## src/rtl/des_pkg.sv

```systemverilog
// DES constant tables, widths, state type and permutation helpers for the IP/key-schedule front end.
// DES_DECRYPT_EN additionally provides the right-rotation helper used by the reverse schedule.
package des_pkg;

    localparam int unsigned HALF_W   = 32;
    localparam int unsigned CD_W     = 28;
    localparam int unsigned SUBKEY_W = 48;

    typedef enum logic [0:0] {
        IDLE  = 1'b0,
        ROUND = 1'b1
    } state_t;

    // Tables use FIPS 46-3 bit numbering (1-based, MSB first).
    localparam logic [6:0] IP_TBL [64] = '{
        7'd58, 7'd50, 7'd42, 7'd34, 7'd26, 7'd18, 7'd10, 7'd2,
        7'd60, 7'd52, 7'd44, 7'd36, 7'd28, 7'd20, 7'd12, 7'd4,
        7'd62, 7'd54, 7'd46, 7'd38, 7'd30, 7'd22, 7'd14, 7'd6,
        7'd64, 7'd56, 7'd48, 7'd40, 7'd32, 7'd24, 7'd16, 7'd8,
        7'd57, 7'd49, 7'd41, 7'd33, 7'd25, 7'd17, 7'd9,  7'd1,
        7'd59, 7'd51, 7'd43, 7'd35, 7'd27, 7'd19, 7'd11, 7'd3,
        7'd61, 7'd53, 7'd45, 7'd37, 7'd29, 7'd21, 7'd13, 7'd5,
        7'd63, 7'd55, 7'd47, 7'd39, 7'd31, 7'd23, 7'd15, 7'd7
    };

    localparam logic [6:0] PC1_TBL [56] = '{
        7'd57, 7'd49, 7'd41, 7'd33, 7'd25, 7'd17, 7'd9,
        7'd1,  7'd58, 7'd50, 7'd42, 7'd34, 7'd26, 7'd18,
        7'd10, 7'd2,  7'd59, 7'd51, 7'd43, 7'd35, 7'd27,
        7'd19, 7'd11, 7'd3,  7'd60, 7'd52, 7'd44, 7'd36,
        7'd63, 7'd55, 7'd47, 7'd39, 7'd31, 7'd23, 7'd15,
        7'd7,  7'd62, 7'd54, 7'd46, 7'd38, 7'd30, 7'd22,
        7'd14, 7'd6,  7'd61, 7'd53, 7'd45, 7'd37, 7'd29,
        7'd21, 7'd13, 7'd5,  7'd28, 7'd20, 7'd12, 7'd4
    };

    localparam logic [5:0] PC2_TBL [48] = '{
        6'd14, 6'd17, 6'd11, 6'd24, 6'd1,  6'd5,
        6'd3,  6'd28, 6'd15, 6'd6,  6'd21, 6'd10,
        6'd23, 6'd19, 6'd12, 6'd4,  6'd26, 6'd8,
        6'd16, 6'd7,  6'd27, 6'd20, 6'd13, 6'd2,
        6'd41, 6'd52, 6'd31, 6'd37, 6'd47, 6'd55,
        6'd30, 6'd40, 6'd51, 6'd45, 6'd33, 6'd48,
        6'd44, 6'd49, 6'd39, 6'd56, 6'd34, 6'd53,
        6'd46, 6'd42, 6'd50, 6'd36, 6'd29, 6'd32
    };

    localparam logic [1:0] SHIFT_TBL [16] = '{
        2'd1, 2'd1, 2'd2, 2'd2, 2'd2, 2'd2, 2'd2, 2'd2,
        2'd1, 2'd2, 2'd2, 2'd2, 2'd2, 2'd2, 2'd2, 2'd1
    };

    function automatic logic [63:0] ip_perm(input logic [63:0] b);
        logic [63:0] o;
        o = '0;
        for (int unsigned j = 0; j < 64; j++)
            o[6'(63 - j)] = b[6'(64 - IP_TBL[j])];
        return o;
    endfunction

    function automatic logic [2*CD_W-1:0] pc1_perm(input logic [63:0] k);
        logic [2*CD_W-1:0] o;
        o = '0;
        for (int unsigned j = 0; j < 2*CD_W; j++)
            o[6'(2*CD_W - 1 - j)] = k[6'(64 - PC1_TBL[j])];
        return o;
    endfunction

    function automatic logic [CD_W-1:0] rotl28(input logic [CD_W-1:0] x, input logic [1:0] s);
        return (s == 2'd2) ? {x[CD_W-3:0], x[CD_W-1:CD_W-2]} : {x[CD_W-2:0], x[CD_W-1]};
    endfunction

`ifdef DES_DECRYPT_EN
    function automatic logic [CD_W-1:0] rotr28(input logic [CD_W-1:0] x, input logic [1:0] s);
        return (s == 2'd2) ? {x[1:0], x[CD_W-1:2]} : {x[0], x[CD_W-1:1]};
    endfunction
`endif

endpackage

```

## src/rtl/des_pc2.sv

```systemverilog
// PC-2 compression: 56-bit C||D register pair to a 48-bit round subkey.
module des_pc2
    import des_pkg::*;
(
    input  logic [2*CD_W-1:0]   cd,
    output logic [SUBKEY_W-1:0] subkey
);

    always_comb begin
        subkey = '0;
        for (int unsigned j = 0; j < SUBKEY_W; j++)
            subkey[6'(SUBKEY_W - 1 - j)] = cd[6'(2*CD_W - PC2_TBL[j])];
    end

endmodule

```

## src/rtl/des_ip_keysched.sv

```systemverilog
// DES front end: initial permutation of the block and a 16-subkey stream over valid/ready.
// Define DES_DECRYPT_EN to add in_decrypt and the reverse K16..K1 schedule.
module des_ip_keysched
    import des_pkg::*;
(
    input  logic                clk,
    input  logic                rst,
    input  logic                in_valid,
    output logic                in_ready,
    input  logic [63:0]         in_block,
    input  logic [63:0]         in_key,
`ifdef DES_DECRYPT_EN
    input  logic                in_decrypt,
`endif
    output logic [HALF_W-1:0]   out_l0,
    output logic [HALF_W-1:0]   out_r0,
    output logic                out_start,
    output logic                sk_valid,
    input  logic                sk_ready,
    output logic [SUBKEY_W-1:0] sk_data,
    output logic [3:0]          sk_round,
    output logic                sk_last,
    output logic                busy
);

    state_t            state;
    logic              rdy_q;
    logic [3:0]        cnt;
    logic [CD_W-1:0]   c_q, d_q;
    logic [CD_W-1:0]   c0, d0;
    logic [CD_W-1:0]   c_step, d_step;
    logic [CD_W-1:0]   c_init, d_init;
    logic [2*CD_W-1:0] cd0;
    logic [63:0]       ip_blk;
    logic              accept;
    logic              hs;

    assign ip_blk   = ip_perm(in_block);
    assign cd0      = pc1_perm(in_key);
    assign c0       = cd0[2*CD_W-1:CD_W];
    assign d0       = cd0[CD_W-1:0];

    // rdy_q keeps in_ready low until the first edge after reset release.
    assign in_ready = rdy_q && (state == IDLE);
    assign accept   = in_valid && in_ready;
    assign busy     = (state == ROUND);
    assign sk_valid = busy;
    assign hs       = sk_valid && sk_ready;
    assign sk_last  = busy && (cnt == 4'd15);

    des_pc2 u_pc2 (
        .cd     ({c_q, d_q}),
        .subkey (sk_data)
    );

`ifdef DES_DECRYPT_EN
    logic dec_q;

    assign sk_round = dec_q ? (4'd15 - cnt) : cnt;

    // Decrypt starts from C0/D0 (== C16/D16) and undoes each round's shift.
    always_comb begin
        c_init = in_decrypt ? c0 : rotl28(c0, 2'd1);
        d_init = in_decrypt ? d0 : rotl28(d0, 2'd1);
        if (dec_q) begin
            c_step = rotr28(c_q, SHIFT_TBL[sk_round]);
            d_step = rotr28(d_q, SHIFT_TBL[sk_round]);
        end else begin
            c_step = rotl28(c_q, SHIFT_TBL[cnt + 4'd1]);
            d_step = rotl28(d_q, SHIFT_TBL[cnt + 4'd1]);
        end
    end

    always_ff @(posedge clk or negedge rst) begin
        if (!rst)
            dec_q <= 1'b0;
        else if (accept)
            dec_q <= in_decrypt;
    end
`else
    assign sk_round = cnt;

    // The index wraps to 0 on the final handshake; that step is discarded.
    always_comb begin
        c_init = rotl28(c0, 2'd1);
        d_init = rotl28(d0, 2'd1);
        c_step = rotl28(c_q, SHIFT_TBL[cnt + 4'd1]);
        d_step = rotl28(d_q, SHIFT_TBL[cnt + 4'd1]);
    end
`endif

    always_ff @(posedge clk or negedge rst) begin
        if (!rst) begin
            state     <= IDLE;
            rdy_q     <= 1'b0;
            out_l0    <= '0;
            out_r0    <= '0;
            out_start <= 1'b0;
            cnt       <= '0;
            c_q       <= '0;
            d_q       <= '0;
        end else begin
            rdy_q     <= 1'b1;
            out_start <= accept;
            if (accept) begin
                out_l0 <= ip_blk[2*HALF_W-1:HALF_W];
                out_r0 <= ip_blk[HALF_W-1:0];
                c_q    <= c_init;
                d_q    <= d_init;
                cnt    <= '0;
                state  <= ROUND;
            end else if (hs) begin
                c_q <= c_step;
                d_q <= d_step;
                cnt <= cnt + 4'd1;
                if (cnt == 4'd15)
                    state <= IDLE;
            end
        end
    end

endmodule

```

## config.mk

```make
export PLATFORM = sky130hd
export DESIGN_NAME = des_ip_keysched
export DESIGN_NICKNAME = d
export VERILOG_FILES = /design/src/rtl/des_pkg.sv /design/src/rtl/des_pc2.sv /design/src/rtl/des_ip_keysched.sv
export SDC_FILE = /design/constraint.sdc
export NUM_CORES = 1
export LEC_CHECK = 0
export ABC_AREA = 0
export CAP_MARGIN = 20
export CORE_ASPECT_RATIO = 0.7
export CORE_MARGIN = 2
export CORE_UTILIZATION = 30
export DETAILED_ROUTE_END_ITERATION = 16
export GPL_TIMING_DRIVEN = 0
export SLEW_MARGIN = 20
export SYNTH_ARGS = -nofsm -noshare
export SYNTH_HDL_FRONTEND = slang
export SYNTH_HIERARCHICAL = 1
export SYNTH_SLANG_ARGS = --single-unit
```

## constraint.sdc

```tcl
create_clock -name clk -period 2 [get_ports clk]
set_input_delay 0.4 -clock clk [delete_from_list [all_inputs] [get_ports clk]]
set_output_delay 0.4 -clock clk [all_outputs]
set_load 0.01 [all_outputs]
```

==> impl_summary.log <==
INFO  metric worst_skew_pair_latency = 0.42 ns
INFO  metric final_antenna_net_count = 0
INFO  metric ir_drop = between 0.5 and 0.6 mV
INFO  metric synth-edff-count = 0
INFO  metric rsz_0062_raised_after_global_routing = true
INFO  metric smallest_setup_slack_after_layout = -0.145 ns
INFO  metric layout.nets = 1103
INFO  metric setup-violations-final = 52
INFO  metric mappedNetlistNets = a little over 800
INFO  metric instances_no_fill = 1255
INFO  metric place.detailed.instances = 1207
INFO  metric synth_most_common_cell = nand2_1
INFO  metric seqPwrFrac = 31.9%
INFO  metric design.core.area = 21000 um2
INFO  metric p_leak = between 4 and 5 nW
INFO  metric holdPathStages = 2
INFO  metric post_layout_min_period = between 2 and 2.5 ns
INFO  metric drcViolationCount = 0
INFO  metric worst_min_delay_path_class = register to register
INFO  metric end_kind = register
INFO  metric power.switching = roughly 4.8 mW
INFO  metric cp_data_arrival_time = roughly 2.4 ns
INFO  metric cts_tree = yes
INFO  metric drt-pass1-iter-count = 5
INFO  metric initial_antenna_violation_count = 0
INFO  metric dpl_worst_slack = -0.972 ns
INFO  metric yosys_register_bits = around 130
INFO  metric die_height = ~130 um
INFO  metric fmax = 466 MHz
INFO  metric horizontal_extent_of_the_die = 180 um
INFO  metric clock_sink_count = 127
INFO  metric finalPower = 13.7 mW
INFO  metric routed_wl = 21.4 mm
INFO  metric count_of_pins_on_the_block_boundary = 253
INFO  metric dr_total_vias = a little over 6000
INFO  metric num_antenna_cells = 0
INFO  metric timing.max_cap.violations = 0
INFO  metric synth.lib_cells_used.distinct = 31
INFO  metric number_of_global_route_vias_before_repair = 5747
INFO  metric grt_start_max_net_pins = 72
INFO  metric mappedNetlistArea = 6490 um2
INFO  metric yosysSeqAreaShare = roughly half
INFO  metric cts_inserted_buffers = 17
INFO  metric worst-setup-path-type = register to register
INFO  metric synthTopCellsByCount = nand2_1 (254), dfrtp_1 (127), a221o_1 (56), mux2i_1 (56), o22ai_1 (56)
INFO  metric grt_first_pass_wirelength = 33.4 mm
INFO  metric violations = setup timing
INFO  metric start_util = 31.0%
INFO  metric power.clock.fraction = 20.6%
INFO  metric finClkSkew = 0.0102 ns
INFO  metric final_cell_area = 10200 um2
INFO  metric cts.reportedPaths.clkPinSlew = 0.06 ns
INFO  metric cpPeakStageDelay = about 0.54 ns
INFO  metric path_depth = 7
INFO  metric timing.critical_path.required = 2.29 ns
INFO  metric yosysTopAreaCell = dfrtp_1
INFO  metric finalSetupTns = -5.16 ns
INFO  metric htree_levels = 4
INFO  metric die_area = 22900 um2
INFO  metric timing.slew.headroom = 64.0%
INFO  metric number_of_inserted_filler_cells_in_the_final_layout = about 2000
INFO  metric synth_top_cells_by_area = dfrtp_1 (49%), nand2_1 (15%), a221o_1 (8.6%)
INFO  metric total_power_per_unit_cell_area = between 1000 and 1500 nW/um2
INFO  metric switching_share = 35.2%
INFO  metric p_int = 8.89 mW
INFO  metric maxSlewViolCount = 0
INFO  metric via_per_inst = 4.85
INFO  metric worstRegToRegCells = 7
INFO  metric synth-warning-count = 6
INFO  metric critPathSlowestCell = or4b_4
INFO  metric dp_hpwl = 15.0 mm
INFO  metric comb_power_share = 47.5%
INFO  metric yosys_most_used_dff = dfrtp_1
INFO  metric cp_max_fanout = 7
INFO  metric std_cell_rows = 44
INFO  metric asyncSetResetFlopFracSynth = 100%
INFO  metric detailed_place.area = 9350 um2
INFO  metric area.growth.synth_to_final = 57.3%
INFO  metric crit_family = simple AND/OR/NAND/NOR gates
INFO  metric path_buf_inv = 2
INFO  metric grt.overflow.total = 0
INFO  metric layout_cell_share_with_drive_strength_beyond_1 = 15.4%
INFO  metric grt_use_total = a little under a fifth
INFO  metric routability_congestion = 0.771
INFO  metric ctsRootBufferMaster = clkbuf_16
INFO  metric status = finished with violations
INFO  metric period_share = 107%
INFO  metric critical_path.cell_chain = ha_2, or4b_4, o31ai_4, nor4_4, buf_6, clkbuf_16, a221o_1
INFO  metric clockBufferDepth = 2
INFO  metric synth.avg_cell_area = 9.45 um2
INFO  metric setup_crit_start_kind = register
INFO  metric port-buffer-count = about 240
INFO  metric hold_violations = 0
INFO  metric initialDrtViolationCount = 615
INFO  metric synth_top_area_share = 48.9%
INFO  metric postSynthCellCount = 687
INFO  metric worst-slew-pin-transition = 0.539 ns
INFO  metric route.detailed.wl_per_inst = approximately 17 um
-- sequential cells by signal, indices dropped and copies added, names as in the netlist --
name,flops
out_l0,32
busy,1
d_q,28
out_r0,32
rdy_q,1
sk_round,4
c_q,28
out_start,1
-- worst paths after layout --
check | slack (ns) | startpoint | endpoint
worst min register to register | 0.47 | out_r0[22]$_DFFE_PN0P_ | out_r0[22]$_DFFE_PN0P_
worst max register to register | -0.14 | sk_round[1]$_DFFE_PN0P_ | c_q[10]$_DFFE_PN0P_
max in group asynchronous | 0.73 | rst | out_r0[2]$_DFFE_PN0P_
min in group asynchronous | 0.50 | rst | c_q[2]$_DFFE_PN0P_
worst max-delay path | -0.14 | sk_round[1]$_DFFE_PN0P_ | c_q[10]$_DFFE_PN0P_
worst min-delay path | 0.47 | out_r0[22]$_DFFE_PN0P_ | out_r0[22]$_DFFE_PN0P_
-- power by group through the flow --
stage	Clock [mW]	Combinational [mW]	Sequential (mW)
after floorplan	0	2.85	4.49
after global routing	3.03	7.03	4.53
after global placement	0	5.79	4.40
after CTS	2.90	6.43	4.36
after detailed placement	0	5.83	4.41
final	2.83	6.52	4.37
-- layout make-up --
type / instances / area (um2) / area share (%)
Buffer: 101 / 711 / 6.96
Multi-Input combinational cell: 455 / 2770 / 27.1
Clock buffer: 18 / 439 / 4.30
Tap cell: 276 / 345 / 3.38
Clock inverter: 13 / 91.3 / 0.894
Timing Repair Buffer: 263 / 2660 / 26.1
Sequential cell: 127 / 3190 / 31.2
Inverter: 2 / 7.51 / 0.0735
-- per-layer routing --
metal,global-route usage (%),part of all wire [%]
met2,24.9,41
met1,28.5,50
met5,0,0
met4,4.02,1.1
met3,6.07,8.6
-- cells by family (layout without fill, tap and decap cells) --
logic type / count (synthesis) / in the layout / synth area share, %
other cells: 1 / 1 / 0.0577
xor+xnor: 1 / 1 / 0.135
fa+ha+maj: 4 / 4 / 0.771
compound gates: 125 / 125 / 15.4
flops: 127 / 127 / 48.9
mux: 56 / 56 / 8.63
buf+inv: 105 / 397 / 10.0
simple gates: 268 / 268 / 16.1
-- cells in the final DEF (no fill, tap or decap), types with 2 or more instances in the layout --
cell,Yosys,routed
inv_6,0,2
buf_6,6,13
clkbuf_2,0,8
mux2i_1,56,56
dfrtp_2,0,6
inv_1,2,2
ha_4,0,2
buf_4,54,58
clkinvlp_4,0,3
clkinv_2,0,5
clkbuf_8,0,2
nor2_1,2,2
buf_8,0,7
o22ai_1,56,56
dlygate4sd2_1,0,3
clkbuf_1,29,20
nand2_1,254,254
clkdlybuf4s50_1,0,238
dfrtp_1,127,121
a221o_1,56,56
clkinv_4,0,3
buf_16,0,2
nand3_1,2,2
o21ai_0,6,6
nand4_1,2,2
clkbuf_16,0,18
buf_2,6,11
-- worst min-delay path, stage by stage, from the launching register on --
cell and delay (ns):
dfrtp_1 0.34, nand2_1 0.05, nand2_1 0.05
-- metrics by stage --
stage	utilization [%]	hold slack, ns
after CTS	48.4	0.476
after floorplan	-	0.104
after global routing	48.7	0.494
final	48.7	0.470
after detailed placement	44.6	0.368
after global placement	44.4	0.457
-- timing repair --
action | in CTS | in global routing
endpoints found under the hold margin | 56 | 0
gates cloned | 3 | 1
setup buffers | 11 | 5
setup endpoints to repair | 120 | 108
pin swaps | 15 | 5
hold buffers | 1 | 0
gates resized for setup | 47 | 27
Note: power is estimated with default switching activity, not from simulation.
